**src/rtl/serial_receive.sv**
```systemverilog
// Bit-serial line receiver: 2-FF synchronizer, mid-bit sampling FSM, and a
// one-entry valid/ready output buffer with frame-error and overrun pulses.
module serial_receive #(
    parameter int DATA_WIDTH   = 8,
    parameter int CLKS_PER_BIT = 16,
    parameter bit MSB_FIRST    = 1'b1
) (
    input  logic                  clk,
    input  logic                  rst,
    input  logic                  rxd,
    output logic [DATA_WIDTH-1:0] data,
    output logic                  valid,
    input  logic                  ready,
    output logic                  frame_err,
    output logic                  overrun,
    output logic                  busy
);

    localparam int H     = CLKS_PER_BIT / 2;
    localparam int CNT_W = (CLKS_PER_BIT > 1) ? $clog2(CLKS_PER_BIT) : 1;
    localparam int IDX_W = (DATA_WIDTH > 1) ? $clog2(DATA_WIDTH) : 1;

    localparam logic [CNT_W-1:0] CNT_HALF = CNT_W'(H - 1);
    localparam logic [CNT_W-1:0] CNT_LAST = CNT_W'(CLKS_PER_BIT - 1);
    localparam logic [IDX_W-1:0] IDX_LAST = IDX_W'(DATA_WIDTH - 1);

    typedef enum logic [2:0] {
        IDLE,
        START,
        DATA,
        STOP,
        WAIT_IDLE
    } state_t;

    state_t                  state_q, state_d;
    logic                    s1_q, s2_q;
    logic [CNT_W-1:0]        cnt_q, cnt_d;
    logic [IDX_W-1:0]        bit_idx_q, bit_idx_d;
    logic [DATA_WIDTH-1:0]   shift_q, shift_d;
    logic [DATA_WIDTH-1:0]   data_q, data_d;
    logic                    valid_q, valid_d;
    logic                    frame_err_q, frame_err_d;
    logic                    overrun_q, overrun_d;

    logic                    bit_tick;
    logic                    load;
    logic                    stop_bad;
    logic [IDX_W-1:0]        wr_idx;

    // State register
    always_ff @(posedge clk) begin
        if (rst) begin
            s1_q        <= 1'b0;
            s2_q        <= 1'b0;
            state_q     <= IDLE;
            cnt_q       <= '0;
            bit_idx_q   <= '0;
            shift_q     <= '0;
            data_q      <= '0;
            valid_q     <= 1'b0;
            frame_err_q <= 1'b0;
            overrun_q   <= 1'b0;
        end else begin
            s1_q        <= rxd;
            s2_q        <= s1_q;
            state_q     <= state_d;
            cnt_q       <= cnt_d;
            bit_idx_q   <= bit_idx_d;
            shift_q     <= shift_d;
            data_q      <= data_d;
            valid_q     <= valid_d;
            frame_err_q <= frame_err_d;
            overrun_q   <= overrun_d;
        end
    end

    // First received data bit lands at the top or bottom of the word
    always_comb begin
        wr_idx = MSB_FIRST ? (IDX_LAST - bit_idx_q) : bit_idx_q;
    end

    // Next-state logic
    always_comb begin
        state_d   = state_q;
        cnt_d     = cnt_q;
        bit_idx_d = bit_idx_q;
        shift_d   = shift_q;
        case (state_q)
            IDLE: begin
                if (s2_q) begin
                    state_d = START;
                    cnt_d   = '0;
                end
            end
            START: begin
                cnt_d = cnt_q + CNT_W'(1);
                if (cnt_q == CNT_HALF) begin
                    cnt_d     = '0;
                    bit_idx_d = '0;
                    state_d   = s2_q ? DATA : IDLE;
                end
            end
            DATA: begin
                cnt_d = cnt_q + CNT_W'(1);
                if (bit_tick) begin
                    cnt_d           = '0;
                    shift_d[wr_idx] = s2_q;
                    bit_idx_d       = bit_idx_q + IDX_W'(1);
                    if (bit_idx_q == IDX_LAST) begin
                        state_d = STOP;
                    end
                end
            end
            STOP: begin
                cnt_d = cnt_q + CNT_W'(1);
                if (bit_tick) begin
                    cnt_d   = '0;
                    state_d = s2_q ? WAIT_IDLE : IDLE;
                end
            end
            WAIT_IDLE: begin
                if (!s2_q) begin
                    state_d = IDLE;
                end
            end
            default: state_d = IDLE;
        endcase
    end

    // FSM outputs
    always_comb begin
        bit_tick = (cnt_q == CNT_LAST);
        load     = (state_q == STOP) && bit_tick && !s2_q;
        stop_bad = (state_q == STOP) && bit_tick && s2_q;
        busy     = (state_q != IDLE);
    end

    // Output buffer: a completed word only overruns when the held word is not being taken
    always_comb begin
        data_d      = data_q;
        valid_d     = valid_q;
        frame_err_d = stop_bad;
        overrun_d   = 1'b0;
        if (load) begin
            if (!valid_q || ready) begin
                data_d  = shift_q;
                valid_d = 1'b1;
            end else begin
                overrun_d = 1'b1;
            end
        end else if (valid_q && ready) begin
            valid_d = 1'b0;
        end
    end

    assign data      = data_q;
    assign valid     = valid_q;
    assign frame_err = frame_err_q;
    assign overrun   = overrun_q;

endmodule

```
**config.mk**
```make
export PLATFORM = sky130hd
export DESIGN_NAME = serial_receive
export DESIGN_NICKNAME = d
export VERILOG_FILES = /design/src/rtl/serial_receive.sv
export SDC_FILE = /design/constraint.sdc
export NUM_CORES = 1
export LEC_CHECK = 0
export CAP_MARGIN = 5
export CORE_MARGIN = 2
export CORE_UTILIZATION = 35
export DETAILED_ROUTE_END_ITERATION = 10
export PLACE_DENSITY = 0.59
export SETUP_SLACK_MARGIN = 0.3
export SLEW_MARGIN = 30
export SYNTH_ARGS = -nofsm -noshare
export SYNTH_HDL_FRONTEND = slang
export SYNTH_SLANG_ARGS = --single-unit
```
**constraint.sdc**
```tcl
create_clock -name clk -period 1.5 [get_ports clk]
set_input_delay 0.15 -clock clk [delete_from_list [all_inputs] [get_ports clk]]
set_output_delay 0.15 -clock clk [all_outputs]
set_load 0.01 [all_outputs]
```
==> qor.csv, run 1 <==
metric,value,unit
Max Clock Skew,4.41,ps
largest area contributor in the netlist,dfxtp_1,
Tot GR Track Use,15.2,%
vias in the first global route,1114,
layout cell share with drive strength beyond 1,36.9,%
largest cells by area after synthesis,"dfxtp_1 (44%), mux2i_1 (15%), nor2_1 (7.2%), ha_1 (2.7%), nor3_1 (2.1%)",
fin area,2060,µm²
most frequent cells in the layout,"nor2_1 (25), dfxtp_1 (23), mux2i_1 (21), buf_4 (17), dlygate4sd2_1 (11)",
via count,1153,
pwr dens,734,nW/µm²
Initial Util,35.8,%
Post-DP Area,1790,µm²
Synth Area per Inst,9.74,µm²
Synth Register Bits,31,
Yosys top cell area share,44.2,%
achievable frequency,650,MHz
Comb power frac,4.1,%
CTS buffer count,5,
Pint,1.17,mW
WL per Instance,13.9,µm
CTS Buffer Depth,2,
CP Data Arrival Time,1760,ps
violated checks,negative setup slack,
post-DP HPWL,2030,µm
htree depth,2,
CP Cell Sequence,"ha_4, nand4b_4, buf_12, or4b_4, a21oi_2",
vias per inst,5.03,
Synthesis Warnings,0,
final wirelength,3180,µm
Post-synth EDFFs,0,
Crit Path Category,flip-flop to flip-flop,
Rows,23,
io pins,16,
CP Launch Type,flip-flop,
CTS Sinks,31,
Worst path slowest cell,or4b_4,
P_sw,0.339,mW
outcome,"complete, but fails checks",
Worst Setup End Kind,flip-flop,
Synth Cell Area,1400,µm²
CP Max Fanout,5,
RSZ-0062 raised after global routing,yes,
Hold WC Path Type,input port to flip-flop,
Final WS setup,-37.5,ps
number of nets in the layout,185,
WHS,440,ps
Final Hold Viols,0,
fin crit share,102,%
max_slew headroom,78.3,%
Mapped Cells,144,
clock root cell,clkbuf_8,
slew of the pin with the lowest slew margin,325,ps
CP max stage delay,490,ps
fin. max-slew vios,0,
Mapped Nets,151,
router iterations before antenna repair,4,
initial DRC count,77,
core area,3910,µm²
Post-route DRC,0,
Max rail drop VDD,0.469,mV
Leak Pwr,0.829,nW
switch share,22.5,%
Critical Path RT,1720,ps
clock power share,41.1,%
count of inserted antenna diode cells,0,
"commonest non-fill, non-tap cell in the layout",nor2_1,
gpl congestion,0.789,
Die Span X,67.3,µm
Tmin final,1540,ps
max-cap violations,0,
initial antenna violation count,0,
Seq pwr share,54.8,%
largest net degree at the start of global routing,31,
CTS tree,yes,
I/O Buffers,15,
"Seq/Total Area, Yosys",44.2,%
Routed Antenna Nets,0,
Synth-to-Final Area Change,46.7,%
Synth Flop Type,dfxtp_1,
"Reg clk slew, reported paths",70,ps
first-pass GRT wire length,5110,µm
worst skew pair latency,280,ps
Die Y,67.3,µm
final setup fails,3,
Die ar.,4530,µm²
total congestion overflow,0,
ys async rst share,0,%
distinct cell type count after synthesis,34,
[layout make-up]
| class | count | area [µm²] |
|---|---|---|
| clock inverter | 3 | 15.0 |
| fill | 379 | 1860 |
| timing repair buffer | 38 | 358 |
| clock buffer | 5 | 68.8 |
| sequential | 31 | 638 |
| multi-input combinational | 102 | 915 |
| tap | 50 | 62.6 |
[path summary, 6_finish.rpt]
check                 endpoint  cells after the start      from  slack [ps]
setup / recovery  bit_idx_q[0]                      5  cnt_q[0]         -40
hold / removal            s1_q                      2       rxd         440
setup reg to reg  bit_idx_q[0]                      5  cnt_q[0]         -40
hold reg to reg           s2_q                      1      s1_q         450
[critical path, delay by kind of cell (launching register included)]
kind / cells / cell delay, ps
compound gates: 1 / 120
fa+ha+maj: 1 / 150
buf+inv: 1 / 200
flops: 1 / 350
simple gates: 2 / 660
[per-stage QoR]
step           setup WS (ps)  std cells  power [mW]  util, %  TNS, ps
2_1_floorplan           66.0        144       0.879        -        0
3_3_place_gp           -35.3        216       0.904     45.8     -251
3_5_place_dp           -60.1        216       0.906     45.8     -445
4_1_cts                -23.0        225        1.53     49.2    -54.7
5_1_grt                 -109        229        1.57     52.6    -1320
6_report               -37.5        229        1.51     52.6    -59.0
[power groups by stage]
stage	Combinational [mW]	Sequential (mW)	Clock (mW)
2_1_floorplan	0.0303	0.849	0
5_1_grt	0.0676	0.828	0.670
4_1_cts	0.0560	0.830	0.640
6_report	0.0618	0.828	0.621
3_5_place_dp	0.0549	0.851	0
3_3_place_gp	0.0539	0.850	0
[sequential cells by signal, summed over array words and instances (netlist names), 3 cells and up]
signal     count
bit_idx_q      3
cnt_q          4
data           8
shift_q        8
state_q        3
[synthesized netlist by cell type (all sizes together) (2+ instances only)]
cell type	n
nand2b	4
mux2i	21
nor2b	2
nor2	27
dfxtp	31
nor4b	3
nand2	6
nor4	3
nor3	6
clkbuf	5
or2	2
buf	6
ha	3
nand3b	2
nor4bb	2
or3	2
a21oi	5
or3b	2
[kinds of logic (layout without fill, tap and decap cells)]
group,after synthesis,in the layout,share of synthesized area (%)
compound gates,11,11,5.98
simple gates,66,66,27.2
xor+xnor,1,1,0.625
fa+ha+maj,3,3,2.68
flops,31,31,44.2
buf+inv,11,46,4.28
mux,21,21,15.0
[per-layer routing]
layer,track usage [%],share of wire (%)
met5,0,0
met4,5.36,1.1
met3,4.50,2.7
met2,27.0,55
met1,17.1,41
[what timing repair did]
| item | CTS | global route |
|---|---|---|
| gates cloned | 0 | 1 |
| setup endpoints to repair | 40 | 30 |
| pin swaps | 0 | 18 |
| buffers inserted | 1 | 3 |
| hold buffers | 0 | 0 |
| resized for setup | 23 | 24 |
No activity file was read; power rests on OpenSTA's default activity.
==> run 2, diff against run 1 <==
- REMOVE_ABC_BUFFERS: default -> 1
==> run 2 against run 1 <==
The run now ends clean. Sequential power about the same. Non-clock buffer count increased by 6. Cell area decreased by 1.7%. Maximum frequency is 4.7% higher.
==> qor.csv, run 2 (synthesis gave the netlist of run 1 again) <==
metric,value,unit
vias per inst,4.93,
pwr dens,734,nW/µm²
Initial Util,35.8,%
Final Hold Viols,0,
Die Span X,67.3,µm
Crit path max-delay family,simple AND/OR/NAND/NOR gates,
Rows,23,
max_slew headroom,82.3,%
Worst Setup End Kind,flip-flop,
CTS tree,yes,
post-route non-filler standard cell count,233,
Worst Min Path Start,rxd,
router iterations before antenna repair,4,
CP Launch Type,flip-flop,
htree depth,2,
I/O Buffers,15,
CP Depth,6,
layout cell share with drive strength beyond 1,36.1,%
reg2reg path depth,6,
Routed Antenna Nets,0,
total congestion overflow,0,
max-cap violations,0,
Crit Path Category,flip-flop to flip-flop,
largest net degree at the start of global routing,31,
Post-DP Area,1760,µm²
WL per Instance,13.3,µm
Hold WC Path Type,input port to flip-flop,
final wirelength,3100,µm
fin area,2020,µm²
Tot GR Track Use,16.4,%
worst r2r src,cnt_q[1],
Die Y,67.3,µm
fin. max-slew vios,0,
first-pass GRT wire length,5510,µm
vias in the first global route,1183,
WL met1,1410,µm
Synth-to-Final Area Change,44.2,%
Max Clock Skew,12.0,ps
fin crit share,97.9,%
gpl congestion,0.788,
met3 WL,99,µm
CP max stage delay,360,ps
count of inserted antenna diode cells,0,
CTS Buffer Depth,2,
initial antenna violation count,0,
hold-fix buffer count after cts,0,
"Buf+Inv Stages, Crit Path",1,
dpl cells,223,
worst skew pair latency,280,ps
"Reg clk slew, reported paths",70,ps
hold path depth,2,
number of nets in the layout,191,
outcome,"complete, no violations",
CP Max Fanout,8,
RSZ-0062 raised after global routing,yes,
Worst path slowest cell,dfxtp_2,
core area,3910,µm²
Leak Pwr,0.795,nW
via count,1148,
io pins,16,
Max rail drop VDD,0.576,mV
CP Data Arrival Time,1640,ps
Tmin final,1470,ps
slew of the pin with the lowest slew margin,263,ps
worst setup path startpoint,cnt_q[1],
post-DP HPWL,2080,µm
Critical Path RT,1670,ps
most frequent cells in the layout,"nor2_1 (25), dfxtp_1 (25), buf_4 (23), mux2i_1 (20), dlygate4sd2_1 (11)",
Post-route DRC,0,
clock root cell,clkbuf_8,
R2R Setup Slk,30,ps
DR WL met2,1560,µm
Final Total Pwr,1.48,mW
top layer in use,met4,
initial DRC count,57,
hold-critical path endpoint,s1_q,
Die ar.,4530,µm²
final setup fails,0,
achievable frequency,681,MHz
r2r endpoint,data[4],
CTS buffer count,5,
CTS Sinks,31,
CP Cell Sequence,"ha_4, nand4b_4, nor4b_2, buf_4, mux2i_1, nor2_1",
"Core Util, Final",51.7,%
run 2: changes by cell type in the layout (fill, tap and decap cells not counted), moves of 2 or more:
cell	before	now
clkinv_2	3	0
buf_4	17	23
a21oi_2	3	1
nor3_4	4	2
nor3_2	0	2
a21oi_1	2	4
buf_6	3	5
dfxtp_1	23	25
run 2: per-stage QoR:
stage                     TNS (ps)  setup slack (ps)  hold slack (ps)
after global routing          -396             -42.4              452
after global placement        -380             -39.1              439
after floorplan              -9940             -1200              219
after detailed placement      -737              -107              438
final                            0              31.1              435
after CTS                        0              42.0              435
run 2: worst max path at each step:
stage / end / slack (ps)
2_1_floorplan: data[0] / -1200
3_3_place_gp: cnt_q[3] / -40
3_5_place_dp: cnt_q[3] / -110
4_1_cts: data[4] / 40
5_1_grt: data[5] / -40
6_report: data[4] / 30
run 2: power breakdown:
part / total, mW / leakage [nW] / internal [mW] / switching, mW
Sequential: 0.830 / 0.254 / 0.825 / 0.00527
Clock: 0.594 / 0.0371 / 0.308 / 0.285
Combinational: 0.0600 / 0.504 / 0.0315 / 0.0286
Total: 1.48 / 0.795 / 1.16 / 0.319
run 2: layout make-up:
type / instances / area (µm²)
clock buffers: 6 / 72.6
fillers: 374 / 1890
multi-input cells: 102 / 873
flip-flops and latches: 31 / 633
well taps: 50 / 62.6
repair buffers: 44 / 380
run 2: repair_timing:
action,in CTS,in global routing
endpoints found under the setup margin,40,30
setup buffers,4,0
pin swaps,13,10
gates resized for setup,48,7
run 2: routing by layer:
metal,vias to the layer above,track usage [%]
met3,4,5.00
met4,0,5.10
met5,-,0
li1,580,-
met2,18,28.0
met1,546,19.6
==> run 3, diff against run 2 <==
- GPL_TIMING_DRIVEN: default -> 0
==> run 3 against run 2 <==
The flow now finishes with violations (negative setup slack). Critical path depth shrank 1. Worst setup slack lost 74 ps. Cell area shrank 3.4%. Wire length shrank 3.9%. Via count shrank 2.5%. Sequential share of layout area grew 2.0 points. Critical path type unchanged. Critical endpoint is now bit_idx_q[0]. Largest cell class unchanged.
==> qor.csv, run 3 (synthesis gave the netlist of run 1 again) <==
metric,value,unit
outcome,"complete, but fails checks",
violated checks,negative setup slack,
worst skew pair latency,290,ps
Leak Pwr,0.758,nW
Hold WC Path Type,input port to flip-flop,
Final WS setup,-43.1,ps
most frequent cells in the layout,"nor2_1 (26), mux2i_1 (21), dfxtp_1 (21), buf_4 (14), dlygate4sd2_1 (11)",
largest net degree at the start of global routing,31,
Max Clock Skew,6.06,ps
"commonest non-fill, non-tap cell in the layout",nor2_1,
Post-route DRC,0,
CP Data Arrival Time,1750,ps
CTS Buffer Depth,2,
max-cap violations,0,
hold-fix buffer count after cts,0,
I/O Buffers,15,
clock root cell,clkbuf_8,
vias in the first global route,1074,
final setup fails,11,
fillcell total,376,
Die Y,67.3,µm
CP Max Fanout,11,
count of inserted antenna diode cells,0,
final wirelength,2980,µm
gpl congestion,0.774,
Max rail drop VDD,0.572,mV
Initial Util,35.8,%
htree depth,2,
CTS buffer count,5,
post-DP HPWL,1690,µm
Tmin final,1540,ps
CP max stage delay,470,ps
io pins,16,
Synth-to-Final Area Change,39.3,%
Worst Setup End Kind,flip-flop,
number of nets in the layout,179,
fin. max-slew vios,0,
Final Total Pwr,1.60,mW
Die Span X,67.3,µm
Tot GR Track Use,14.5,%
core area,3910,µm²
first-pass GRT wire length,4890,µm
vias per inst,5.02,
CP Cell Sequence,"ha_4, nand4b_4, buf_12, or4b_1, a21oi_1",
achievable frequency,648,MHz
CTS Sinks,31,
initial DRC count,54,
max_slew headroom,64.3,%
Worst path slowest cell,or4b_1,
Critical Path RT,1710,ps
Final Hold Viols,0,
RSZ-0062 raised after global routing,yes,
fin crit share,103,%
layout cell share with drive strength beyond 1,32.4,%
"Core Util, Final",49.9,%
CP Launch Type,flip-flop,
router iterations before antenna repair,4,
slew of the pin with the lowest slew margin,536,ps
pwr dens,817,nW/µm²
total congestion overflow,0,
via count,1119,
"Reg clk slew, reported paths",60,ps
Crit Path Category,flip-flop to flip-flop,
Rows,23,
Die ar.,4530,µm²
Routed Antenna Nets,0,
CTS tree,yes,
worst slack at placement,-924,ps
WL per Instance,13.4,µm
initial antenna violation count,0,
[run 3: worst max-delay path, delay by kind of cell (launching register included)]
kind / cells / cell delay (ps)
AO/OA/AOI/OAI: 1 / 140
flip-flops: 1 / 360
adder cells (fa/ha/maj): 1 / 160
buffers and inverters: 1 / 190
AND/OR/NAND/NOR: 2 / 610
[run 3: area by class of cell]
class | count | area, µm² | share of cell area (%)
sequential | 31 | 651 | 33.3
clock buffer | 8 | 100 | 5.12
timing repair buffer | 32 | 274 | 14.0
multi-input combinational | 102 | 866 | 44.3
tap | 50 | 62.6 | 3.20
[run 3: final timing paths]
path / startpoint / cells past startpoint / to / slack [ps]
max: cnt_q[1] / 5 / bit_idx_q[0] / -40
min: rst / 2 / shift_q[1] / 330
max reg2reg: cnt_q[1] / 5 / bit_idx_q[0] / -40
min reg2reg: s1_q / 1 / s2_q / 440
[run 3: what timing repair did]
action | 4_1_cts | 5_1_grt
setup buffers | 10 | 6
endpoints found under the setup margin | 43 | 30
pin swaps | 6 | 2
resized for setup | 49 | 10
[run 3: power by group]
| group | switching, mW | leakage (nW) | total [mW] | internal, mW |
|---|---|---|---|---|
| clock network | 0.305 | 0.0515 | 0.723 | 0.418 |
| logic | 0.0237 | 0.450 | 0.0478 | 0.0241 |
| registers | 0.00798 | 0.257 | 0.824 | 0.816 |
| total | 0.336 | 0.758 | 1.60 | 1.26 |
[run 3: through the flow]
stage	cells	area, µm²	setup TNS (ps)	hold WS, ps
global placement	198	1560	-18240	426
global route	223	1950	-1630	353
finish	223	1950	-165	328
CTS	217	1870	-606	410
floorplan	133	1340	-9940	219
detailed placement	199	1570	-11670	447
[run 3: layer usage]
layer / GRT usage, % / vias up / part of all wire (%) / routed length [µm]
li1: - / 558 / - / -
met1: 17.2 / 533 / 43 / 1280
met2: 24.0 / 24 / 51 / 1510
met3: 4.50 / 4 / 5.1 / 151
met4: 6.63 / 0 / 1.3 / 39
met5: 0 / - / 0 / 0
